**config.mk**
```make
export PLATFORM = sky130hd
export DESIGN_NAME = pc_sequencer
export DESIGN_NICKNAME = d
export VERILOG_FILES = /design/src/rtl/seq_pkg.sv /design/src/rtl/ras_stack.sv /design/src/rtl/pc_sequencer.sv
export SDC_FILE = /design/constraint.sdc
export NUM_CORES = 1
export LEC_CHECK = 0
export CORE_MARGIN = 5
export CORE_UTILIZATION = 45
export DETAILED_ROUTE_END_ITERATION = 16
export PLACE_DENSITY = 0.78
export SLEW_MARGIN = 20
export SYNTH_ARGS = -nofsm -noshare
export SYNTH_HDL_FRONTEND = slang
export SYNTH_SLANG_ARGS = --single-unit
```
**constraint.sdc**
```tcl
create_clock -name clock -period 4.4 [get_ports clock]
set_clock_uncertainty 0.15 [all_clocks]
set_input_delay 0.66 -clock clock [delete_from_list [all_inputs] [get_ports clock]]
set_output_delay 0.66 -clock clock [all_outputs]
set_load 0.02 [all_outputs]
```
**src/rtl/seq_pkg.sv**
```systemverilog
// Shared sequencer types: control op encoding, FSM states, default sizing.
// Latency: n/a (types and constants only).
// Backpressure: n/a.
package seq_pkg;

   // Default sizing shared with the PC and instruction-memory blocks
   localparam int SEQ_AW       = 5;
   localparam int SEQ_PROG_LEN = 20;

   // Decoded control op for the instruction at pc; codes 6 and 7 are reserved
   typedef enum logic [2:0] {
      OP_SEQ    = 3'd0,
      OP_JUMP   = 3'd1,
      OP_BRANCH = 3'd2,
      OP_CALL   = 3'd3,
      OP_RET    = 3'd4,
      OP_HALT   = 3'd5
   } seq_op_t;

   // Sequencer run state
   typedef enum logic [1:0] {
      ST_IDLE = 2'd0,
      ST_RUN  = 2'd1,
      ST_HALT = 2'd2
   } seq_state_t;

endpackage : seq_pkg

```
**src/rtl/ras_stack.sv**
```systemverilog
// Return-address stack: LIFO of AW-bit addresses, one push or pop per cycle.
// Latency: dout shows the top entry combinationally; push/pop take effect at the edge.
// Backpressure: none; push when full and pop when empty are silently ignored.
module ras_stack #(
   parameter  int AW          = 5,
   parameter  int STACK_DEPTH = 4,
   localparam int DW          = $clog2(STACK_DEPTH + 1),
   localparam int IW          = (STACK_DEPTH > 1) ? $clog2(STACK_DEPTH) : 1
) (
   input  logic          clock,
   input  logic          clear_n,
   input  logic          push,
   input  logic          pop,
   input  logic [AW-1:0] din,
   output logic [AW-1:0] dout,
   output logic          full,
   output logic          empty,
   output logic [DW-1:0] depth
);

   logic [AW-1:0] mem_q [STACK_DEPTH];
   logic [DW-1:0] cnt_q;
   logic [DW-1:0] cnt_d;
   logic [DW-1:0] top_c;
   logic          do_push;
   logic          do_pop;

   assign full    = (cnt_q == DW'(STACK_DEPTH));
   assign empty   = (cnt_q == '0);
   assign do_push = push && !full;
   assign do_pop  = pop && !empty && !push;
   assign top_c   = cnt_q - DW'(1);
   assign dout    = mem_q[top_c[IW-1:0]];
   assign depth   = cnt_q;

   // Occupancy follows the accepted push/pop
   always_comb begin
      cnt_d = cnt_q;
      if (do_push) begin
         cnt_d = cnt_q + DW'(1);
      end else if (do_pop) begin
         cnt_d = cnt_q - DW'(1);
      end
   end

   // Occupancy register; contents are don't-care after reset so only the count resets
   always_ff @(posedge clock or negedge clear_n) begin
      if (!clear_n) begin
         cnt_q <= '0;
      end else begin
         cnt_q <= cnt_d;
      end
   end

   // Entry storage, written at the slot just above the current top
   always_ff @(posedge clock) begin
      if (do_push) begin
         mem_q[cnt_q[IW-1:0]] <= din;
      end
   end

endmodule : ras_stack

```
**src/rtl/pc_sequencer.sv**
```systemverilog
// Next-PC sequencer: run/idle/halt FSM, next-PC mux, return stack, range check, sticky errors.
// Latency: op/cond/target sampled at an edge produce the new pc right after that edge.
// Backpressure: stall freezes pc, state, stack and errors; pc_valid drops while stalled.
module pc_sequencer
   import seq_pkg::*;
#(
   parameter  int AW          = SEQ_AW,
   parameter  int PROG_LEN    = SEQ_PROG_LEN,
   parameter  int STACK_DEPTH = 4,
   localparam int DW          = $clog2(STACK_DEPTH + 1)
) (
   input  logic          clock,
   input  logic          clear_n,
   input  logic          start,
   input  logic          stall,
   input  seq_op_t       op,
   input  logic          cond,
   input  logic [AW-1:0] target,
   output logic [AW-1:0] pc,
   output logic          pc_valid,
   output logic          halted,
   output logic [DW-1:0] depth,
   output logic [1:0]    err
);

   localparam logic [AW-1:0] LAST_PC = AW'(PROG_LEN - 1);
   localparam logic [AW:0]   LEN_X   = (AW + 1)'(PROG_LEN);

   // Sequential successor with wrap at the last legal address
   function automatic logic [AW-1:0] seq_next(input logic [AW-1:0] p);
      return (p == LAST_PC) ? '0 : p + AW'(1);
   endfunction

   seq_state_t    state_q, state_d;
   logic          halted_q;
   logic [AW-1:0] pc_q, pc_d;
   logic [1:0]    err_q, err_d;

   logic          run_go;
   logic          start_go;
   logic          tgt_bad;
   logic [AW-1:0] tgt_pc;

   logic          ras_push;
   logic          ras_pop;
   logic [AW-1:0] ras_dout;
   logic          ras_full;
   logic          ras_empty;

   // An op is acted on only in RUN and unstalled; start only when not already running
   assign run_go   = (state_q == ST_RUN) && !stall;
   assign start_go = start && !stall && (state_q != ST_RUN);

   // Out-of-range destinations redirect to address 0
   assign tgt_bad = ({1'b0, target} >= LEN_X);
   assign tgt_pc  = tgt_bad ? '0 : target;

   ras_stack #(
      .AW          (AW),
      .STACK_DEPTH (STACK_DEPTH)
   ) u_ras (
      .clock   (clock),
      .clear_n (clear_n),
      .push    (ras_push),
      .pop     (ras_pop),
      .din     (seq_next(pc_q)),
      .dout    (ras_dout),
      .full    (ras_full),
      .empty   (ras_empty),
      .depth   (depth)
   );

   // FSM state register; halted is registered off the next state
   always_ff @(posedge clock or negedge clear_n) begin
      if (!clear_n) begin
         state_q  <= ST_IDLE;
         halted_q <= 1'b0;
      end else begin
         state_q  <= state_d;
         halted_q <= (state_d == ST_HALT);
      end
   end

   // FSM next state: start leaves IDLE/HALT, a HALT op leaves RUN, stall freezes all
   always_comb begin
      state_d = state_q;
      case (state_q)
         ST_IDLE, ST_HALT: begin
            if (start_go) state_d = ST_RUN;
         end
         ST_RUN: begin
            if (run_go && (op == OP_HALT)) state_d = ST_HALT;
         end
         default: state_d = ST_IDLE;
      endcase
   end

   // FSM outputs: fetch enable is live only while running and unstalled
   always_comb begin
      pc_valid = (state_q == ST_RUN) && !stall;
      halted   = halted_q;
   end

   // Next-PC mux, stack control and sticky error update
   always_comb begin
      pc_d     = pc_q;
      err_d    = err_q;
      ras_push = 1'b0;
      ras_pop  = 1'b0;
      if (start_go) begin
         // Accepted start clears errors; resuming from HALT skips the HALT instruction
         err_d = '0;
         if (state_q == ST_HALT) pc_d = seq_next(pc_q);
      end else if (run_go) begin
         case (op)
            OP_JUMP: begin
               pc_d = tgt_pc;
               if (tgt_bad) err_d[1] = 1'b1;
            end
            OP_BRANCH: begin
               if (cond) begin
                  pc_d = tgt_pc;
                  if (tgt_bad) err_d[1] = 1'b1;
               end else begin
                  pc_d = seq_next(pc_q);
               end
            end
            OP_CALL: begin
               // The jump is taken even when the return address cannot be saved
               pc_d = tgt_pc;
               if (tgt_bad) err_d[1] = 1'b1;
               if (ras_full) err_d[0] = 1'b1;
               else          ras_push = 1'b1;
            end
            OP_RET: begin
               if (ras_empty) begin
                  err_d[0] = 1'b1;
                  pc_d     = seq_next(pc_q);
               end else begin
                  ras_pop = 1'b1;
                  pc_d    = ras_dout;
               end
            end
            OP_HALT: pc_d = pc_q;
            default: pc_d = seq_next(pc_q);
         endcase
      end
   end

   // PC and error registers
   always_ff @(posedge clock or negedge clear_n) begin
      if (!clear_n) begin
         pc_q  <= '0;
         err_q <= '0;
      end else begin
         pc_q  <= pc_d;
         err_q <= err_d;
      end
   end

   assign pc  = pc_q;
   assign err = err_q;

endmodule : pc_sequencer

```
==> impl_metrics.py, run 1 <==
metrics = {
    "outcome": {
        "outcome": "completed",
    },
    "timing": {
        "finalSetupViolCount": 0,
        "finalCriticalPeriod_ps": 3230,
        "slew_viol_final": 0,
        "worst_pin_slew_ps": 800,
        "holdWs_ps": 367,
        "fin_crit_sh": 0.734,
        "rsz0062_at_grt": "false",
        "finalHoldViolCount": 0,
        "max_slew_margin": 0.461,
        "tns_ps": 0,
        "max_freq_ghz": 0.310,
        "timing.final.ws_setup_ps": 1170,
    },
    "cells_and_area": {
        "nFillCells": 310,
        "nNetsFinal": 191,
        "syn_to_final_growth_pct": 21.9,
        "fin_util": 0.558,
        "fin_area_sq_um": 2200,
        "final_cells": 223,
        "drive_gt1_frac": 0.168,
        "diodes": 0,
    },
    "worst_setup_path": {
        "endpoint_kind": "primary output",
        "worstSetupStartpointType": "input port",
        "reg2reg_to": "pc[0]$_DFFE_PN0P_",
        "r2r_start": "u_ras.depth[0]$_DFFE_PN0P_",
        "r2r_cells": 6,
        "critPathRequiredTime_ps": 3590,
        "path_class": "input port to primary output",
        "crit_arrival_ps": 2420,
        "regToRegSetupSlack_ps": 1990,
        "crit_fanout": 8,
    },
    "drt": {
        "drt-pass1-iter-count": 4,
        "routedWlPerCell_microns": 17.4,
        "vias_per_cell": 5.90,
        "vias": 1316,
        "remaining_drc_errors": 0,
        "wirelength_microns": 3890,
        "drt_iter0_markers": 173,
        "ant_nets": 0,
    },
    "synth": {
        "synth_flop_cell": "edfxtp_1",
        "synth-async-reset-ratio": 0.394,
        "yosysSeqAreaShare": 0.513,
        "synth-seq-cells": 33,
        "syn_inst": 144,
        "synth_edf_count": 20,
        "netlist_area_sq_um": 1810,
        "ys_types": 48,
        "avgSynthCellArea_sq_um": 12.5,
        "syn_nets": 163,
        "synth_warnings": 0,
    },
    "global_route": {
        "grtUsageTotal": 0.156,
        "grt_max_degree": 14,
        "grt_overflow": 0,
        "grt_pass1_wl_microns": 6260,
        "grt_pass1_vias": 1282,
        "antenna_found_initial": 0,
    },
    "power_and_ir_drop": {
        "pwr-share-comb": 0.407,
        "total_power_mw": 1.31,
        "powerDensity_nw_per_um2": 595,
        "p_clk_frac": 0.217,
        "switching_share": 0.368,
        "ir_worst_vdd_uv": 246,
        "p_sw_mw": 0.482,
        "p_leak_nw": 0.786,
        "seqPwrFrac": 0.376,
        "p_int_mw": 0.829,
    },
    "clock_tree": {
        "postCtsSetupBuffers": 0,
        "clock_sinks": 33,
        "clk_path_buf_depth": 2,
        "htree_levels": 2,
        "cts_root_buffer": "clkbuf_8",
        "cts_tree": "yes",
        "clkLatencyLatePin_ps": 280,
        "clkSlewWorstSetupHoldPaths_ps": 70,
        "cts_inserted_buffers": 5,
        "hold_buffers": 0,
        "cts_resized": 0,
    },
    "hold_path": {
        "whs_endpoint": "err[0]$_DFFE_PN0P_",
        "hold_path_depth": 2,
        "hold_path.class": "flip-flop to flip-flop",
        "worstHoldStart": "err[0]$_DFFE_PN0P_",
    },
    "floorplanning": {
        "dieArea_sq_um": 5380,
        "die_x_microns": 73.3,
        "dieHeight_microns": 73.3,
        "core_sq_um": 3940,
        "rows": 23,
        "initial_core_util": 0.458,
        "io_pins": 25,
    },
    "run": {
        "maxCapViolCount": 0,
    },
    "placement": {
        "io_buffers": 24,
        "dp_cells": 215,
        "placed_area_sq_um": 2090,
        "dp_hpwl_microns": 2980,
        "preCtsSetupSlack_ps": 1200,
        "gp_congestion": 0.932,
    },
}
-- registers in the layout, summed over array words and instances, names as in the netlist --
register / flops
u_ras.mem_q: 20
state_q: 2
u_ras.depth: 3
pc: 5
halted: 1
err: 2
-- routing by layer --
layer	wire length (microns)	GRT usage	share of wire
met2	1920	0.251	0.49
met1	1610	0.195	0.42
met3	272	0.0479	0.070
met4	85	0.0644	0.022
met5	0	0	0
-- worst max-delay path by stage --
stage | depth (start not counted) | startpoint | endpoint
after floorplan | 8 | u_ras.depth[0]$_DFFE_PN0P_ | pc[1]$_DFFE_PN0P_
after global placement | 4 | stall | pc_valid
after detailed placement | 4 | stall | pc_valid
after CTS | 4 | stall | pc_valid
after global routing | 4 | stall | pc_valid
final | 4 | stall | pc_valid
-- layout make-up --
| cell class | instances | area [sq um] | area share |
|---|---|---|---|
| clock buffer | 5 | 68.8 | 0.0313 |
| clock inverter | 3 | 46.3 | 0.0210 |
| inverter | 6 | 22.5 | 0.0102 |
| multi-input combinational | 102 | 835 | 0.379 |
| sequential | 33 | 926 | 0.421 |
| tap | 50 | 62.6 | 0.0284 |
| timing repair buffer | 24 | 240 | 0.109 |
-- worst max-delay path, cell delays in order --
cell and delay (ps):
clkdlybuf4s50_1 530, or3b_4 480, inv_2 120, clkdlybuf4s50_1 620
-- cell families (layout without fill, tap and decap cells) --
logic type | after synthesis | after routing | synth area share
AOI/OAI and AO/OA | 37 | 37 | 0.175
xor gates and xnor gates | 3 | 3 | 0.0146
adders and majority gates | 6 | 6 | 0.0416
buffers and inverters | 9 | 38 | 0.0249
DFF | 33 | 33 | 0.513
muxes | 5 | 5 | 0.0624
and+or+nand+nor | 51 | 51 | 0.169
-- cells in the final DEF (no fill, tap or decap), types with 6 or more instances in the layout --
cell	count
clkdlybuf4s50_1	24
nor2_1	10
ha_1	6
nand2b_1	6
o21ai_0	6
edfxtp_1	20
dfrtp_1	13
nand2_1	9
-- power groups by stage --
stage / clock, mW / sequential [mW] / combinational [mW]
2_1_floorplan: 0 / 0.524 / 0.309
3_3_place_gp: 0 / 0.496 / 0.515
3_5_place_dp: 0 / 0.500 / 0.530
4_1_cts: 0.290 / 0.493 / 0.534
5_1_grt: 0.308 / 0.506 / 0.577
6_report: 0.285 / 0.493 / 0.533
-- synthesized netlist by cell type (all sizes together), types with 2 or more instances --
library cell | count | area [sq um]
o221ai | 2 | 17.5
o32ai | 2 | 17.5
a221oi | 3 | 32.5
o211ai | 3 | 22.5
o21ai | 6 | 30.0
xnor2 | 3 | 26.3
edfxtp | 20 | 601
nand2 | 10 | 40.0
mux4 | 5 | 113
a2bb2oi | 2 | 17.5
or3b | 2 | 20.0
nor2b | 4 | 25.0
o311ai | 2 | 17.5
clkbuf | 2 | 17.5
nor3 | 4 | 20.0
ha | 6 | 75.1
nor2 | 10 | 37.5
inv | 6 | 22.5
nand2b | 7 | 46.3
dfrtp | 13 | 325
a211o | 2 | 17.5
a21oi | 4 | 20.0
and3 | 2 | 12.5
nand3 | 2 | 10.0
and2 | 5 | 37.5
No activity file was read; power rests on OpenSTA's default activity.
==> run 2, diff against run 1 <==
clock period = 3.25 ns   (was 4.4 ns; I/O delays follow)
==> run 2 against run 1 <==
Critical path depth did not move. First-iteration DRC count fell by 8.1%. Non-clock buffer count did not move. Critical endpoint unchanged. Largest cell class unchanged.
==> impl_metrics.py, run 2 (synthesis gave the netlist of run 1 again) <==
metrics = {
    "floorplanning": {
        "dieArea_sq_um": 5380,
        "dieHeight_microns": 73.3,
        "rows": 23,
        "initial_core_util": 0.458,
        "die_x_microns": 73.3,
        "core_sq_um": 3940,
        "io_pins": 25,
    },
    "timing": {
        "fin_crit_sh": 0.890,
        "max_freq_ghz": 0.346,
        "tns_ps": 0,
        "slew_viol_final": 0,
        "max_slew_margin": 0.483,
        "finalCriticalPeriod_ps": 2890,
        "timing.final.ws_setup_ps": 358,
        "worst_pin_slew_ps": 768,
        "finalSetupViolCount": 0,
        "rsz0062_at_grt": "false",
        "finalHoldViolCount": 0,
    },
    "placement": {
        "io_buffers": 24,
        "dp_hpwl_microns": 3110,
        "dp_cells": 215,
        "preCtsSetupSlack_ps": 363,
        "gp_congestion": 0.914,
    },
    "worst_setup_path": {
        "crit_arrival_ps": 2250,
        "critPathRequiredTime_ps": 2610,
        "worstSetupStartpointType": "input port",
        "endpoint_kind": "primary output",
        "path_class": "input port to primary output",
        "crit_fanout": 8,
        "r2r_cells": 6,
    },
    "global_route": {
        "grtUsageTotal": 0.168,
        "grtUsageMet1": 0.204,
        "top_usage_layer": "met2",
        "antenna_found_initial": 0,
        "globalRouteMet2Util": 0.270,
        "grt_overflow": 0,
        "grt_pass1_wl_microns": 6730,
        "grt_max_degree": 14,
        "grt_use_met3": 0.0520,
        "grt_pass1_vias": 1336,
    },
    "power_and_ir_drop": {
        "seqPwrFrac": 0.375,
        "total_power_mw": 1.78,
        "p_sw_mw": 0.661,
        "switching_share": 0.371,
        "powerDensity_nw_per_um2": 810,
        "pwr-share-comb": 0.406,
        "p_clk_frac": 0.219,
        "p_leak_nw": 0.786,
        "ir_worst_vdd_uv": 352,
        "p_int_mw": 1.12,
    },
    "clock_tree": {
        "clkSlewWorstSetupHoldPaths_ps": 70,
        "clkLatencyLatePin_ps": 290,
        "cts_inserted_buffers": 5,
        "cts_tree": "yes",
        "htree_levels": 2,
        "hold_buffers": 0,
        "clock_sinks": 33,
        "postCtsSetupBuffers": 0,
        "cts_root_buffer": "clkbuf_8",
        "clk_path_buf_depth": 2,
        "cts_resized": 0,
    },
    "cells_and_area": {
        "syn_to_final_growth_pct": 21.9,
        "nNetsFinal": 191,
        "drive_gt1_frac": 0.168,
        "fin_util": 0.558,
        "diodes": 0,
        "largest_reg_flops": 20,
        "final_cells": 223,
        "final_common_cell": "clkdlybuf4s50_1",
        "final_cell_mix": "clkdlybuf4s50_1, edfxtp_1, dfrtp_1, nor2_1, nand2_1",
    },
    "drt": {
        "vias_per_cell": 5.89,
        "drt-pass1-iter-count": 4,
        "remaining_drc_errors": 0,
        "vias": 1314,
        "routedWlPerCell_microns": 18.1,
        "drt_iter0_markers": 159,
        "ant_nets": 0,
        "wirelength_microns": 4040,
    },
    "outcome": {
        "outcome": "completed",
    },
    "run": {
        "maxCapViolCount": 0,
    },
    "hold_path": {
        "hold_path.class": "flip-flop to flip-flop",
        "hold_path_depth": 2,
    },
}
## run 2: final timing paths
check	start	to	slack, ps
setup / recovery	stall	pc_valid	360
hold / removal	err[1]$_DFFE_PN0P_	err[1]$_DFFE_PN0P_	390
setup reg to reg	u_ras.depth[0]$_DFFE_PN0P_	pc[1]$_DFFE_PN0P_	840
hold reg to reg	err[1]$_DFFE_PN0P_	err[1]$_DFFE_PN0P_	390
max in group asynchronous	clear_n	pc[4]$_DFFE_PN0P_	2150
min in group asynchronous	clear_n	pc[1]$_DFFE_PN0P_	420
## run 2: worst max-delay path, stage by stage
cell and delay [ps]:
clkdlybuf4s50_1 530, or3b_4 490, inv_2 130, clkdlybuf4s50_1 620
## run 2: layer usage
layer | vias up | wire (microns) | share of wire
met5 | - | 0 | 0
met4 | 0 | 130 | 0.032
met3 | 12 | 242 | 0.060
met2 | 51 | 1960 | 0.49
met1 | 631 | 1700 | 0.42
li1 | 620 | - | -
## run 2: power groups by stage
| stage | clock network (mW) | registers, mW | logic, mW |
|---|---|---|---|
| final | 0.391 | 0.669 | 0.724 |
| after detailed placement | 0 | 0.678 | 0.722 |
| after global routing | 0.416 | 0.686 | 0.792 |
| after CTS | 0.400 | 0.669 | 0.726 |
| after floorplan | 0 | 0.710 | 0.418 |
| after global placement | 0 | 0.671 | 0.701 |
## run 2: final cells by class
type                            count  area [sq um]
Clock buffer                        5          68.8
Clock inverter                      3          46.3
Fill cell                         325          1740
Inverter                            6          22.5
Multi-Input combinational cell    102           835
Sequential cell                    33           926
Tap cell                           50          62.6
Timing Repair Buffer               24           240
## run 2: metrics by stage
step	area (sq um)	hold WS, ps
after detailed placement	2090	378
after global placement	2090	347
after CTS	2200	391
final	2200	389
after global routing	2200	430
after floorplan	1810	41.9
==> run 3, diff against run 2 <==
CORE_MARGIN = default   (was 5)
==> run 3 against run 2 <==
Routed wire length shrank 3.0%. Count of clock-buffer cells in the layout is the same. Worst hold slack lost 15 ps. Power grew 0.68%. Global-route usage grew 4.3 points. Clock power shrank 2%. Critical path depth is the same. Largest power group unchanged.
==> impl_metrics.py, run 3 (synthesis gave the netlist of run 1 again) <==
metrics = {
    "power_and_ir_drop": {
        "ir_worst_vdd_uv": 486,
        "p_leak_nw": 0.790,
        "powerDensity_nw_per_um2": 814,
        "total_power_mw": 1.80,
    },
    "floorplanning": {
        "dieArea_sq_um": 4270,
        "initial_core_util": 0.482,
        "dieHeight_microns": 65.3,
        "rows": 22,
        "io_pins": 25,
        "die_x_microns": 65.3,
        "core_sq_um": 3740,
    },
    "timing": {
        "finalSetupViolCount": 0,
        "fin_crit_sh": 0.885,
        "finalCriticalPeriod_ps": 2880,
        "worst_pin_slew_ps": 740,
        "tns_ps": 0,
        "slew_viol_final": 0,
        "max_freq_ghz": 0.348,
        "finalHoldViolCount": 0,
        "max_slew_margin": 0.501,
        "rsz0062_at_grt": "false",
    },
    "placement": {
        "dp_hpwl_microns": 3030,
        "io_buffers": 24,
        "gp_congestion": 0.884,
    },
    "drt": {
        "drt_iter0_markers": 134,
        "wirelength_microns": 3920,
        "drt-pass1-iter-count": 5,
        "vias": 1332,
        "vias_per_cell": 6.00,
        "routedWlPerCell_microns": 17.7,
        "remaining_drc_errors": 0,
        "ant_nets": 0,
    },
    "global_route": {
        "grt_use_met3": 0.0503,
        "globalRouteMet2Util": 0.335,
        "grtUsageTotal": 0.211,
        "grt_pass1_vias": 1325,
        "grt_overflow": 0,
        "grt_pass1_wl_microns": 6550,
        "antenna_found_initial": 0,
        "grtUsageMet1": 0.278,
        "grt_max_degree": 14,
        "top_usage_layer": "met2",
    },
    "worst_setup_path": {
        "crit_fanout": 8,
        "worstSetupStartpointType": "input port",
        "crit_path_max_incr_delay_ps": 620,
        "critPathRequiredTime_ps": 2610,
        "path_class": "input port to primary output",
        "cp_top_family": "buffers and inverters",
        "crit_buf_inv": 3,
        "endpoint_kind": "primary output",
        "slowest_stage": "clkdlybuf4s50_1",
        "path_common_cell": "clkdlybuf4s50_1",
        "crit_arrival_ps": 2240,
        "path_cells": "clkdlybuf4s50_1 > or3b_4 > inv_2 > clkdlybuf4s50_1",
    },
    "clock_tree": {
        "cts_inserted_buffers": 5,
        "clkSlewWorstSetupHoldPaths_ps": 70,
        "cts_root_buffer": "clkbuf_8",
        "clk_path_buf_depth": 2,
        "clkLatencyLatePin_ps": 280,
        "cts_tree": "yes",
        "postCtsSetupBuffers": 0,
        "clock_sinks": 33,
        "cts_resized": 0,
        "htree_levels": 2,
        "hold_buffers": 0,
    },
    "cells_and_area": {
        "fin_util": 0.589,
        "diodes": 0,
        "largest_reg_flops": 20,
        "nNetsFinal": 192,
        "drive_gt1_frac": 0.172,
        "syn_to_final_growth_pct": 22.2,
        "final_common_cell": "clkdlybuf4s50_1",
        "final_cell_mix": "clkdlybuf4s50_1, edfxtp_1, dfrtp_1, nor2_1, nand2_1",
    },
    "hold_path": {
        "hold_path.class": "flip-flop to flip-flop",
    },
    "run": {
        "maxCapViolCount": 0,
    },
    "outcome": {
        "outcome": "completed",
    },
}
## run 3: cell types whose count changed in the layout (fill, tap and decap cells not counted)
cell,previous run,this run
buf_4,0,1
## run 3: metal layers
layer  part of all wire  vias up
met2               0.48       56
met4              0.023        0
met1               0.43      645
met5                  0        -
met3              0.065       12
li1                   -      619
## run 3: worst paths after layout
kind	from	cells past startpoint	end	slack [ps]
max in group asynchronous	clear_n	1	err[1]$_DFFE_PN0P_	2130
min in group asynchronous	clear_n	1	pc[4]$_DFFE_PN0P_	430
worst min register to register	err[1]$_DFFE_PN0P_	2	err[1]$_DFFE_PN0P_	370
worst max-delay path	stall	4	pc_valid	370
worst max register to register	u_ras.depth[0]$_DFFE_PN0P_	7	pc[1]$_DFFE_PN0P_	930
worst min-delay path	err[1]$_DFFE_PN0P_	2	err[1]$_DFFE_PN0P_	370
## run 3: report_power, final
| group | internal [mW] | switching [mW] | leakage, nW |
|---|---|---|---|
| combinational | 0.339 | 0.425 | 0.387 |
| sequential | 0.563 | 0.0867 | 0.349 |
| clock | 0.229 | 0.153 | 0.0543 |
| total | 1.13 | 0.664 | 0.790 |
## run 3: layout make-up
cell class              instances  area [sq um]
fillers                       320          1540
flip-flops and latches         33           926
multi-input cells             102           835
repair buffers                 25           248
clock buffers                   5          68.8
well taps                      48          60.1
clock inverters                 3          46.3
inverters                       6          22.5
## run 3: tightest hold or removal path, delay by kind of cell, from the launching register on
kind               cells  cell delay, ps
DFF                    1             360
and+or+nand+nor        1              80
AOI/OAI and AO/OA      1              50
## run 3: stage by stage
step	instances	hold WS (ps)	worst slack [ps]	instance area, sq um
floorplan	144	41.9	844	1810
detailed placement	214	372	389	2090
finish	222	374	373	2210
global route	222	413	319	2210
global placement	214	373	421	2090
CTS	222	387	385	2210
